File: src/rtl/clock_timer_param.sv
// 24-hour BCD clock: prescaled seconds tick, minute adjust buttons, 12/24h display; alarm option under CLOCK_TIMER_ALARM_EN.
// Latency: a button fall changes the registers on the 3rd rising clk edge; outputs are combinational from registers.
// Backpressure: none; plus and minus in the same cycle cancel, and an adjust beats a same-cycle minute rollover.
module clock_timer_param #(
   parameter int TICK_DIV     = 1,
   parameter int SECS_PER_MIN = 60
) (
   input  logic       clk,
   input  logic       rst_n,
   input  logic       plus,
   input  logic       minus,
   input  logic       mode_12h,
   input  logic       alarm_sel,
   input  logic       alarm_en,
   output logic [3:0] sec1,
   output logic [3:0] sec2,
   output logic [3:0] min1,
   output logic [3:0] min2,
   output logic [3:0] hr1,
   output logic [3:0] hr2,
   output logic       pm,
   output logic       alarm
);

   typedef struct packed {
      logic [3:0] h2;
      logic [3:0] h1;
      logic [3:0] m2;
      logic [3:0] m1;
   } hm_t;

   localparam int            PW        = (TICK_DIV > 1) ? $clog2(TICK_DIV) : 1;
   localparam logic [PW-1:0] PRE_LAST  = PW'(TICK_DIV - 1);
   localparam logic [3:0]    SEC_LAST1 = 4'((SECS_PER_MIN - 1) % 10);
   localparam logic [3:0]    SEC_LAST2 = 4'((SECS_PER_MIN - 1) / 10);

   // One-minute advance with BCD ripple; 23:59 wraps to 00:00.
   function automatic hm_t hm_inc(input hm_t t);
      hm_t r;
      r = t;
      if (t.m1 != 4'd9) r.m1 = t.m1 + 4'd1;
      else begin
         r.m1 = 4'd0;
         if (t.m2 != 4'd5) r.m2 = t.m2 + 4'd1;
         else begin
            r.m2 = 4'd0;
            if (t.h2 == 4'd2 && t.h1 == 4'd3) begin
               r.h2 = 4'd0;
               r.h1 = 4'd0;
            end else if (t.h1 == 4'd9) begin
               r.h1 = 4'd0;
               r.h2 = t.h2 + 4'd1;
            end else r.h1 = t.h1 + 4'd1;
         end
      end
      return r;
   endfunction

   // Exact inverse of hm_inc; 00:00 wraps to 23:59.
   function automatic hm_t hm_dec(input hm_t t);
      hm_t r;
      r = t;
      if (t.m1 != 4'd0) r.m1 = t.m1 - 4'd1;
      else begin
         r.m1 = 4'd9;
         if (t.m2 != 4'd0) r.m2 = t.m2 - 4'd1;
         else begin
            r.m2 = 4'd5;
            if (t.h2 == 4'd0 && t.h1 == 4'd0) begin
               r.h2 = 4'd2;
               r.h1 = 4'd3;
            end else if (t.h1 == 4'd0) begin
               r.h1 = 4'd9;
               r.h2 = t.h2 - 4'd1;
            end else r.h1 = t.h1 - 4'd1;
         end
      end
      return r;
   endfunction

   // Button pipes: [0] first sync flop, [1] second sync flop, [2] edge-detect history.
   logic [2:0] plus_q, minus_q;
   logic       plus_ev, minus_ev, step_ev, adj_alarm, adj_time;

   // Synchronise the buttons; reset to 1 so a released reset never looks like a fall.
   always_ff @(posedge clk or negedge rst_n) begin
      if (!rst_n) begin
         plus_q  <= 3'b111;
         minus_q <= 3'b111;
      end else begin
         plus_q  <= {plus_q[1:0], plus};
         minus_q <= {minus_q[1:0], minus};
      end
   end

   assign plus_ev  = plus_q[2] & ~plus_q[1];
   assign minus_ev = minus_q[2] & ~minus_q[1];
   assign step_ev  = plus_ev ^ minus_ev;

`ifdef CLOCK_TIMER_ALARM_EN
   assign adj_alarm = step_ev & alarm_sel;
`else
   logic alarm_inputs_unused;
   assign alarm_inputs_unused = alarm_sel ^ alarm_en;
   assign adj_alarm = 1'b0;
`endif
   assign adj_time = step_ev & ~adj_alarm;

   hm_t           time_q, time_d;
   logic [3:0]    sec1_q, sec2_q, sec1_d, sec2_d;
   logic [PW-1:0] pre_q, pre_d;
   logic          tick;

   assign tick = (pre_q == PRE_LAST);

   // Time next state: an adjust restarts the minute, otherwise the tick advances seconds.
   always_comb begin
      time_d = time_q;
      sec1_d = sec1_q;
      sec2_d = sec2_q;
      pre_d  = pre_q;
      if (adj_time) begin
         time_d = plus_ev ? hm_inc(time_q) : hm_dec(time_q);
         sec1_d = 4'd0;
         sec2_d = 4'd0;
         pre_d  = '0;
      end else if (tick) begin
         pre_d = '0;
         if (sec2_q == SEC_LAST2 && sec1_q == SEC_LAST1) begin
            sec1_d = 4'd0;
            sec2_d = 4'd0;
            time_d = hm_inc(time_q);
         end else if (sec1_q == 4'd9) begin
            sec1_d = 4'd0;
            sec2_d = sec2_q + 4'd1;
         end else sec1_d = sec1_q + 4'd1;
      end else pre_d = pre_q + PW'(1);
   end

   // Time, seconds and prescaler registers.
   always_ff @(posedge clk or negedge rst_n) begin
      if (!rst_n) begin
         time_q <= '0;
         sec1_q <= 4'd0;
         sec2_q <= 4'd0;
         pre_q  <= '0;
      end else begin
         time_q <= time_d;
         sec1_q <= sec1_d;
         sec2_q <= sec2_d;
         pre_q  <= pre_d;
      end
   end

`ifdef CLOCK_TIMER_ALARM_EN
   hm_t alm_q, alm_d;

   // Alarm next state: steps by the same minute rules while alarm_sel is high.
   always_comb begin
      alm_d = alm_q;
      if (adj_alarm) alm_d = plus_ev ? hm_inc(alm_q) : hm_dec(alm_q);
   end

   // Alarm hour/minute register.
   always_ff @(posedge clk or negedge rst_n) begin
      if (!rst_n) alm_q <= '0;
      else        alm_q <= alm_d;
   end

   // Gated by rst_n so the 00:00 == 00:00 match cannot fire while held in reset.
   assign alarm = rst_n & alarm_en & (alm_q == time_q);
`else
   assign alarm = 1'b0;
`endif

   logic [4:0] hour_bin, disp12;

   assign hour_bin = 5'(time_q.h2) * 5'd10 + 5'(time_q.h1);
   assign pm       = (hour_bin >= 5'd12);

   // 12-hour view: 0 shows as 12, 13..23 as 1..11; internal state is untouched.
   always_comb begin
      disp12 = hour_bin;
      if (hour_bin == 5'd0)      disp12 = 5'd12;
      else if (hour_bin > 5'd12) disp12 = hour_bin - 5'd12;
   end

   // Hour digits for the selected display format.
   always_comb begin
      hr2 = time_q.h2;
      hr1 = time_q.h1;
      if (mode_12h) begin
         if (disp12 >= 5'd10) begin
            hr2 = 4'd1;
            hr1 = 4'(disp12 - 5'd10);
         end else begin
            hr2 = 4'd0;
            hr1 = 4'(disp12);
         end
      end
   end

   assign sec1 = sec1_q;
   assign sec2 = sec2_q;
   assign min1 = time_q.m1;
   assign min2 = time_q.m2;

endmodule

File: config.mk
export PLATFORM = sky130hd
export DESIGN_NAME = clock_timer_param
export DESIGN_NICKNAME = d
export VERILOG_FILES = /design/src/rtl/clock_timer_param.sv
export SDC_FILE = /design/constraint.sdc
export NUM_CORES = 1
export LEC_CHECK = 0
export ABC_CLOCK_PERIOD_IN_PS = 3180
export BUFFER_PORTS_ARGS = -buffer_cell sky130_fd_sc_hd__buf_2
export CORE_MARGIN = 1.5
export CORE_UTILIZATION = 30
export DETAILED_ROUTE_END_ITERATION = 12
export PLACE_DENSITY_LB_ADDON = 0.3
export SETUP_SLACK_MARGIN = 0.15
export SLEW_MARGIN = 20
export SYNTH_ARGS = -nofsm -noshare
export SYNTH_HDL_FRONTEND = slang
export SYNTH_SLANG_ARGS = --single-unit
File: constraint.sdc
create_clock -name clk -period 3.18 [get_ports clk]
set_clock_uncertainty 0.05 [all_clocks]
set_input_delay 0.318 -clock clk [delete_from_list [all_inputs] [get_ports clk]]
set_output_delay 0.318 -clock clk [all_outputs]
set_load 0.005 [all_outputs]
==> impl_metrics.env <==
export IMPL_num_vias=2212
export IMPL_run_status="finished, violations left"
export IMPL_gp_congestion=0.8413
export IMPL_cts_clk_slew_worst_paths_ns=0.07
export IMPL_netlist_area_um2=2475
export IMPL_n_fill_cell=797
export IMPL_routedWlPerCell_um=13.12
export IMPL_synth_async_reset_ratio_pct=100.0
export IMPL_grt_pass1_wl_mm=9.556
export IMPL_synth_area_leaders="dfrtp_1 (24%), ha_1 (11%), dfstp_2 (6.4%), o21ai_0 (4.7%), nor2_1 (3.5%)"
export IMPL_clockRootBuffer="clkbuf_8"
export IMPL_layout_min_cycle_time_ns=3.577
export IMPL_drt_iter0_drc=111
export IMPL_arrival_ns=3.21
export IMPL_die_x_um=93.83
export IMPL_cts_tree="done"
export IMPL_synth_top_area_share_pct=24.27
export IMPL_grt_overflow_total=0
export IMPL_ctsLongestPathBuffers=2
export IMPL_seq_area_frac_synth_pct=30.64
export IMPL_totalWireLength_mm=5.590
export IMPL_port_buffers=29
export IMPL_worst_path_max_fanout=5
export IMPL_hold_class="in2async"
export IMPL_clk_insertion_delay_late_ns=0.28
export IMPL_drive_above_1_share_pct=29.01
export IMPL_groute_usage_overall_pct=13.43
export IMPL_ys_ff_latch=30
export IMPL_drc=0
export IMPL_ioPinCount=33
export IMPL_violations="negative setup slack"
export IMPL_hold_buffers=0
export IMPL_maxCapViolCount=0
export IMPL_period_share_pct=112.5
export IMPL_crit_type="reg2out"
export IMPL_cts_buffers_inserted=5
export IMPL_synthDistinctLibCells=63
export IMPL_cp_start_kind="register"
export IMPL_maxSlewViolCount=0
export IMPL_setup_viol=4
export IMPL_critPathCaptureType="output pin"
export IMPL_coreArea_um2=7848
export IMPL_area_delta_synth_final_pct=22.65
export IMPL_post_drt_via_cell_ratio=5.192
export IMPL_syn_avg_cell_area_um2=8.684
export IMPL_num_rows=32
export IMPL_synth_fp_nets=314
export IMPL_synth_edf_count=0
export IMPL_required_ns=2.81
export IMPL_yosys_area_top_type="dfrtp_1"
export IMPL_slew_headroom_pct=54.94
export IMPL_antenna_found_initial=0
export IMPL_synth_warnings=0
export IMPL_max_freq_mhz=279.6
export IMPL_htree_num_levels=2
export IMPL_synth_cells=285
export IMPL_die_area_um2=8803
export IMPL_start_util_pct=31.54
export IMPL_hold_viol_final=0
export IMPL_synth_ff_type="dfrtp_1"
export IMPL_cts_sinks=30
export IMPL_die_h_um=93.83
export IMPL_rsz0062_at_grt="true"
export IMPL_nets=352
export IMPL_firstDrtPassIters=5
export IMPL_worst_pin_slew_ns=0.6759
export IMPL_fin_ws_ns=-0.3969
export IMPL_grt_pass1_vias=2029
export IMPL_grt_max_degree=31
export IMPL_setup_tns_ns=-1.245
export IMPL_hpwl_mm=4.124
export IMPL_antenna_cells=0
export IMPL_ant_nets=0
## cell usage after synthesis, drive strengths merged (2+ instances only)
library cell and count:
o21ai 26, nand3b 3, a21o 3, a21oi 17, a31oi 9, dfrtp 24
nor2 23, nor3 2, nand2b 3, xor2 5, clkbuf 10, dfstp 6
nor3b 3, o31ai 5, ha 21, xnor2 3, nand4 5, o22a 2
nand2 19, inv 17, o211ai 3, nor2b 6, a211oi 3, a22o 3
or4 2, nand3 16, and3 9, buf 11, mux2i 2
## worst max-delay path: stages, from the launching register on
cell and delay (ns):
dfrtp_2 0.46, ha_4 0.18, fa_2 0.37, xor2_4 0.17, inv_2 0.08, ha_4 0.11, or3b_4 0.40, and3_4 0.18
a221oi_4 0.31, a311oi_4 0.16, or2_1 0.23, a31oi_1 0.15, buf_2 0.13
## logic make-up (layout without fill, tap and decap cells)
family | Yosys count | after routing | synth area share (%)
xor gates and xnor gates | 9 | 9 | 3.792
buffers and inverters | 39 | 78 | 7.583
AOI/OAI and AO/OA | 85 | 85 | 24.47
muxes | 2 | 2 | 0.8089
DFF | 30 | 30 | 30.64
and+or+nand+nor | 97 | 97 | 21.13
other | 1 | 1 | 0.1515
adders and majority gates | 22 | 22 | 11.43
## sequential cells by signal (all words and copies together), names as in the netlist
| name | flops |
|---|---|
| min1 | 4 |
| min2 | 4 |
| minus_q | 3 |
| plus_q | 3 |
| sec1 | 4 |
| sec2 | 4 |
| time_q | 8 |
## per-layer routing
layer | global-route usage, % | up-vias | wire, µm
li1 | - | 1097 | -
met2 | 20.89 | 59 | 2579
met3 | 3.317 | 7 | 287
met1 | 18.47 | 1049 | 2655
met5 | 0 | - | 0
met4 | 3.607 | 0 | 68
## repair_timing
action | in CTS | in global routing
buffers inserted | 1 | 1
setup endpoints to repair | 4 | 4
hold endpoints to repair | 0 | 0
pin swaps | 6 | 3
gates resized for setup | 5 | 5
gates cloned | 0 | 0
## placed cells by master (no fill, tap or decap), types with 2 or more instances in the layout
cell type	n
buf_2	29
buf_4	24
nor2_1	23
dfrtp_1	23
o21ai_0	21
nand2_1	18
ha_1	17
nand3_1	16
inv_1	15
a21oi_1	14
a31oi_1	9
and3_1	7
nor2b_1	6
clkbuf_8	6
dfstp_2	6
o31ai_1	5
nand4_1	5
xor2_1	4
ha_4	4
nand2b_1	3
nand3b_1	3
xnor2_1	3
a21oi_4	3
a21o_1	3
o21ai_1	3
a22o_1	3
inv_2	2
o21ai_2	2
and3_4	2
nor3_1	2
o22a_1	2
nor3b_1	2
mux2i_1	2
o211ai_1	2
a211oi_1	2
## stage by stage
stage               hold slack (ns)  worst slack [ns]  area (µm²)  utilization (%)  cells
floorplan                  -0.02759          -0.01128        2545                -    285
global placement             0.2954          -0.08984        2859            36.43    416
detailed placement           0.2984           -0.1411        2859            36.43    416
CTS                         0.04050           -0.3910        2999            38.22    425
global route                0.06879           -0.5674        3035            38.68    426
finish                      0.01381           -0.3969        3035            38.68    426
## final cells by class
class | count | area [µm²] | area share (%)
flip-flops and latches | 30 | 759.5 | 25.02
well taps | 102 | 127.6 | 4.204
repair buffers | 53 | 325.3 | 10.72
clock inverters | 1 | 30.03 | 0.9893
multi-input cells | 216 | 1643 | 54.12
inverters | 17 | 63.81 | 2.102
clock buffers | 7 | 86.33 | 2.844
## path summary, 6_finish.rpt
kind / to / slack (ns) / startpoint / depth (start not counted)
min reg2reg: minus_q[1]$_DFF_PN1_ / 0.31 / minus_q[0]$_DFF_PN1_ / 0
max in group asynchronous: time_q[12]$_DFFE_PN0P_ / 2.58 / rst_n / 1
max reg2reg: min1[2]$_DFFE_PN0P_ / 0.72 / plus_q[2]$_DFF_PN1_ / 8
min: sec2[3]$_DFFE_PN0P_ / 0.01 / rst_n / 1
max: hr1[1] / -0.40 / time_q[12]$_DFFE_PN0P_ / 12
min in group clk: minus_q[0]$_DFF_PN1_ / 0.08 / minus / 1
Power is left out: the tool's default activity adds up to more than one toggle a clock period on the data nets, which glitch-free logic cannot reach.
